### src/rtl/rst_sequencer.sv
// Reset sequencer: gathers PLL lock flags, a debounced pushbutton and a
// software request, then releases NUM_DOMAINS active-low resets in order
// after a hold period, with a fixed stagger between domains. Sticky cause
// flags record why the last reset sequence started.
module rst_sequencer #(
    parameter int NUM_LOCKS       = 2,
    parameter int NUM_DOMAINS     = 2,
    parameter int HOLD_CYCLES     = 16,
    parameter int STAGGER_CYCLES  = 4,
    parameter int DEBOUNCE_CYCLES = 1000
) (
    input  logic                   hclk,
    input  logic                   RESET,
    input  logic [NUM_LOCKS-1:0]   lock_i,
    input  logic                   btn_i,
    input  logic                   sw_req_i,
    input  logic                   cause_clr_i,
    output logic [NUM_DOMAINS-1:0] rst_n_o,
    output logic                   all_rel_o,
    output logic [3:0]             reset_cause_o
);

    // Debounce counter is wide enough for DEBOUNCE_CYCLES up to 2^20.
    localparam int DB_W = 21;
    localparam logic [DB_W-1:0]        DB_LAST    = DB_W'(DEBOUNCE_CYCLES - 1);
    localparam logic [15:0]            HOLD_LAST  = 16'(HOLD_CYCLES - 1);
    localparam logic [7:0]             STAG_LAST  = 8'(STAGGER_CYCLES - 1);
    localparam logic [NUM_DOMAINS-1:0] FIRST_DOM  = NUM_DOMAINS'(1);

    typedef enum logic [1:0] {
        ASSERT  = 2'd0,
        HOLD    = 2'd1,
        RELEASE = 2'd2,
        RUN     = 2'd3
    } state_t;

    logic [NUM_LOCKS-1:0]   lock_meta;
    logic [NUM_LOCKS-1:0]   lock_sync;
    logic                   btn_meta;
    logic                   btn_sync;
    logic                   btn_db;
    logic [DB_W-1:0]        db_cnt;
    logic                   db_diff;
    logic                   db_done;
    logic                   db_next;
    logic                   press;

    state_t                 state;
    state_t                 state_next;
    logic [15:0]            hold_cnt;
    logic [15:0]            hold_next;
    logic [7:0]             stag_cnt;
    logic [7:0]             stag_next;
    logic [NUM_DOMAINS-1:0] rst_next;
    logic [NUM_DOMAINS-1:0] raised;
    logic [3:0]             cause_next;
    logic [3:0]             cause_set;
    logic                   locks_ok;
    logic                   running;
    logic                   abort;

    // Two-flop synchronisers for the asynchronous lock flags and button.
    always_ff @(posedge hclk) begin
        if (RESET) begin
            lock_meta <= '0;
            lock_sync <= '0;
            btn_meta  <= 1'b0;
            btn_sync  <= 1'b0;
        end else begin
            lock_meta <= lock_i;
            lock_sync <= lock_meta;
            btn_meta  <= btn_i;
            btn_sync  <= btn_meta;
        end
    end

    // The counter tracks consecutive samples that disagree with the debounced
    // state; any agreeing sample restarts it, so only a steady level flips it.
    assign db_diff = (btn_sync != btn_db);
    assign db_done = db_diff && (db_cnt == DB_LAST);
    assign db_next = db_done ? btn_sync : btn_db;
    assign press   = db_done && btn_sync;

    // Debounce state and run-length counter.
    always_ff @(posedge hclk) begin
        if (RESET) begin
            btn_db <= 1'b0;
            db_cnt <= '0;
        end else if (!db_diff) begin
            db_cnt <= '0;
        end else if (db_done) begin
            btn_db <= btn_sync;
            db_cnt <= '0;
        end else begin
            db_cnt <= db_cnt + 1'b1;
        end
    end

    assign locks_ok = &lock_sync;
    assign running  = (state != ASSERT);
    assign abort    = !locks_ok || press || sw_req_i;
    // Next release pattern: one more domain raised, always in ascending order.
    assign raised   = (rst_n_o << 1) | FIRST_DOM;

    // Next-state, counter and reset-output decode for the sequencer FSM.
    always_comb begin
        state_next = state;
        hold_next  = 16'd0;
        stag_next  = 8'd0;
        rst_next   = rst_n_o;
        unique case (state)
            ASSERT: begin
                rst_next = '0;
                // Using the upcoming debounce value keeps a fresh press from
                // slipping through and lets a release start HOLD immediately.
                if (locks_ok && !db_next) begin
                    state_next = HOLD;
                end
            end
            HOLD: begin
                if (abort) begin
                    state_next = ASSERT;
                    rst_next   = '0;
                end else if (hold_cnt == HOLD_LAST) begin
                    rst_next   = FIRST_DOM;
                    state_next = (NUM_DOMAINS == 1) ? RUN : RELEASE;
                end else begin
                    hold_next = hold_cnt + 16'd1;
                end
            end
            RELEASE: begin
                if (abort) begin
                    state_next = ASSERT;
                    rst_next   = '0;
                end else if (stag_cnt == STAG_LAST) begin
                    rst_next = raised;
                    if (raised[NUM_DOMAINS-1]) begin
                        state_next = RUN;
                    end
                end else begin
                    stag_next = stag_cnt + 8'd1;
                end
            end
            RUN: begin
                if (abort) begin
                    state_next = ASSERT;
                    rst_next   = '0;
                end
            end
        endcase
    end

    // Cause flags: lock loss and button press only count once sequencing has
    // started; a software request is always recorded. Set beats clear.
    always_comb begin
        cause_set  = {sw_req_i, press && running, !locks_ok && running, 1'b0};
        cause_next = cause_set | (cause_clr_i ? 4'b0000 : reset_cause_o);
    end

    // State, counters and registered outputs.
    always_ff @(posedge hclk) begin
        if (RESET) begin
            state         <= ASSERT;
            hold_cnt      <= 16'd0;
            stag_cnt      <= 8'd0;
            rst_n_o       <= '0;
            all_rel_o     <= 1'b0;
            reset_cause_o <= 4'b0001;
        end else begin
            state         <= state_next;
            hold_cnt      <= hold_next;
            stag_cnt      <= stag_next;
            rst_n_o       <= rst_next;
            all_rel_o     <= &rst_next;
            reset_cause_o <= cause_next;
        end
    end

endmodule
### config.mk
export PLATFORM = sky130hd
export DESIGN_NAME = rst_sequencer
export DESIGN_NICKNAME = d
export VERILOG_FILES = /design/src/rtl/rst_sequencer.sv
export SDC_FILE = /design/constraint.sdc
export NUM_CORES = 1
export LEC_CHECK = 0
export ABC_CLOCK_PERIOD_IN_PS = 3900
export CAP_MARGIN = 5
export CORE_MARGIN = 4
export CORE_UTILIZATION = 51
export CTS_CLUSTER_SIZE = 40
export DETAILED_ROUTE_END_ITERATION = 8
export GPL_TIMING_DRIVEN = 0
export MAX_ROUTING_LAYER = met4
export PLACE_DENSITY = 0.69
export SLEW_MARGIN = 20
export SYNTH_ARGS = -nofsm -noshare
export SYNTH_HDL_FRONTEND = slang
export SYNTH_SLANG_ARGS = --single-unit
### constraint.sdc
create_clock -name hclk -period 3.9 [get_ports hclk]
set_input_delay 0.78 -clock hclk [delete_from_list [all_inputs] [get_ports hclk]]
set_output_delay 0.78 -clock hclk [all_outputs]
set_load 0.02 [all_outputs]
==> impl_metrics.json <==
{
  "finalNetCount": 335,
  "p_leak_nw": 1.01,
  "dp_hpwl_um": 3580,
  "final_common_cell": "dfxtp_1",
  "synthAdderAreaFrac_pct": 1.37,
  "cpPeakStageDelay_ns": 0.63,
  "grt_usage_pct": 18.7,
  "clkTransAtPathRegs_ns": 0.07,
  "fmax_ghz": 0.468,
  "wl_um": 5230,
  "path_max_fanout": 5,
  "finClkSkew_ns": 0.00267,
  "critPathKind": "reg2out",
  "power_per_cell_area_mw_per_mm2": 406,
  "hold_path_class": "reg2reg",
  "post_cts_buffers": 0,
  "rsz0062_at_grt": "no",
  "coreArea_mm2": 0.00517,
  "start_util_pct": 53.1,
  "synth_top_family_by_area": "simple AND/OR/NAND/NOR gates",
  "diodes": 0,
  "grt_max_degree": 11,
  "cts_htree_levels": 3,
  "place_area_mm2": 0.00296,
  "slew_headroom_pct": 71.2,
  "io_buffer_count": 13,
  "final.setup.tns_ns": 0,
  "ir_drop_v": 0.000347,
  "setup_viol": 0,
  "dp_slack_ns": 1.64,
  "regArea_mm2": 0.00122,
  "path_cells": "clkdlybuf4s50_1",
  "yosysWarnings": 0,
  "die_x_um": 81.4,
  "area_growth_pct": 16.4,
  "final_util_pct": 61.8,
  "critPathArrivalTime_ns": 1.36,
  "drive_gt1_share_pct": 12.5,
  "fillers": 456,
  "gp_congestion": 0.833,
  "multiInputGateArea_mm2": 0.00142,
  "netlist_area_mm2": 0.00275,
  "routed_via_density": 5.52,
  "critPathTopFamily": "buffers and inverters",
  "syn_nets": 311,
  "crit_slowest_cell": "clkdlybuf4s50_1",
  "finalHoldViolations": 0,
  "vias": 2201,
  "setup_slack_ns": 1.76,
  "drcViolationCount": 0,
  "end_kind": "output port",
  "synth-seq-cells": 61,
  "dr.pass1.iters": 4,
  "tightest_slew_ns": 0.431,
  "outcome": "finished clean",
  "insertion_delay_ns": 0.33,
  "cts_tree": "done",
  "period_minus_slack_ns": 2.14,
  "final_cell_area_mm2": 0.00320,
  "muxShareOfSynthArea_pct": 0,
  "whs_ns": 0.436,
  "cts.repair.resized": 0,
  "fin_crit_sh_pct": 54.7,
  "cts.sinks": 61,
  "drtIter0Drc": 123,
  "maxCapViolations": 0,
  "overflow": 0,
  "synth-compound-area-share_pct": 10.6,
  "ant_nets": 0,
  "synth_enable_flop_cells": 0,
  "die_area_mm2": 0.00662,
  "final_cell_mix": "61 x dfxtp_1, 25 x nor2_1, 19 x nor3_1, 17 x xor2_1, 16 x nand3_1",
  "rows": 26,
  "slew_viol_final": 0,
  "die_h_um": 81.4,
  "cts_buffers": 9,
  "grt_pass1_vias": 2059,
  "synthFlopType": "dfxtp_1",
  "start_kind": "flip-flop",
  "wl_per_cell_um": 13.1,
  "synth-simple-area-share_pct": 30.5,
  "ys_types": 51,
  "root_buffer": "clkbuf_8",
  "antenna_found_initial": 0,
  "crit_required_ns": 3.12,
  "async_flop_share_pct": 0,
  "synth.avg_cell_area_um2": 9.12,
  "grt_first_pass_wirelength_um": 9310,
  "clk_path_buf_depth": 2,
  "synth.yosys.seq_area_share_pct": 44.5,
  "ios": 14,
  "synth-xor-area-share_pct": 9.25,
  "crit_buf_inv": 1,
  "hold_buffers": 0,
  "synthCells": 301
}
==> cell type report <==
class | instances | share of cell area [%]
Multi-Input combinational cell | 219 | 44.4
Sequential cell | 61 | 38.2
Clock buffer | 12 | 5.17
Timing Repair Buffer | 13 | 4.07
Tap cell | 70 | 2.74
Buffer | 12 | 2.23
Clock inverter | 3 | 2.11
Inverter | 9 | 1.06
==> Yosys cell counts (all sizes together), types with 2 or more instances <==
cell	n	share of area, %
nand3	18	3.9
a21o	2	0.55
o31ai	5	1.4
and4	6	2.0
nand2	15	2.1
inv	9	1.2
buf	9	2.1
and3	6	1.4
ha	3	1.4
dfxtp	61	44
nor3	20	3.8
nor2	25	3.4
o21ai	11	2.0
nand4	11	2.7
nor4	11	2.5
and2	2	0.50
a21oi	15	3.1
xnor2	12	3.8
xor2	17	5.4
clkbuf	3	0.50
a211oi	2	0.55
or3	7	1.6
or4	6	2.1
a31oi	2	0.46
nor2b	8	1.8
==> worst paths after layout <==
path,start,endpoint,slack [ns],depth (start not counted)
worst max-delay path,rst_n_o[0]$_SDFF_PP0_,rst_n_o[0],1.76,1
worst min-delay path,btn_meta$_SDFF_PP0_,btn_sync$_SDFF_PP0_,0.44,1
worst max register to register,db_cnt[0]$_SDFF_PP0_,hold_cnt[8]$_SDFF_PP0_,1.96,6
worst min register to register,btn_meta$_SDFF_PP0_,btn_sync$_SDFF_PP0_,0.44,1
==> report_power, final <==
group	total, mW	internal [mW]	switching [mW]
registers	0.630	0.628	0.00197
clock network	0.645	0.409	0.236
logic	0.0219	0.0114	0.0105
total	1.30	1.05	0.249
==> routing by layer <==
layer	up-vias	GRT usage, %	part of all wire, %
met2	40	27.9	44
met1	1006	23.6	51
met3	9	5.43	3.3
met4	0	7.60	1.6
li1	1146	-	-
met5	-	-	0
==> stage by stage <==
| step | std cells | power, mW |
|---|---|---|
| 5_1_grt | 399 | 1.34 |
| 3_5_place_dp | 384 | 0.665 |
| 3_3_place_gp | 384 | 0.665 |
| 2_1_floorplan | 301 | 0.653 |
| 4_1_cts | 399 | 1.32 |
| 6_report | 399 | 1.30 |
==> flip-flops by register name (all words and copies together) (netlist names) <==
signal / cells
lock_sync: 2
btn_db: 1
db_cnt: 21
lock_meta: 2
hold_cnt: 16
reset_cause_o: 4
stag_cnt: 8
all_rel_o: 1
btn_meta: 1
btn_sync: 1
rst_n_o: 2
state: 2
==> cells by family (layout without fill, tap and decap cells) <==
group / count (synthesis) / after routing
AND/OR/NAND/NOR: 143 / 143
flip-flops: 61 / 61
AO/OA/AOI/OAI: 44 / 44
XOR/XNOR: 29 / 29
buffers and inverters: 21 / 49
adder cells (fa/ha/maj): 3 / 3
(Power assumes the default switching activity.)
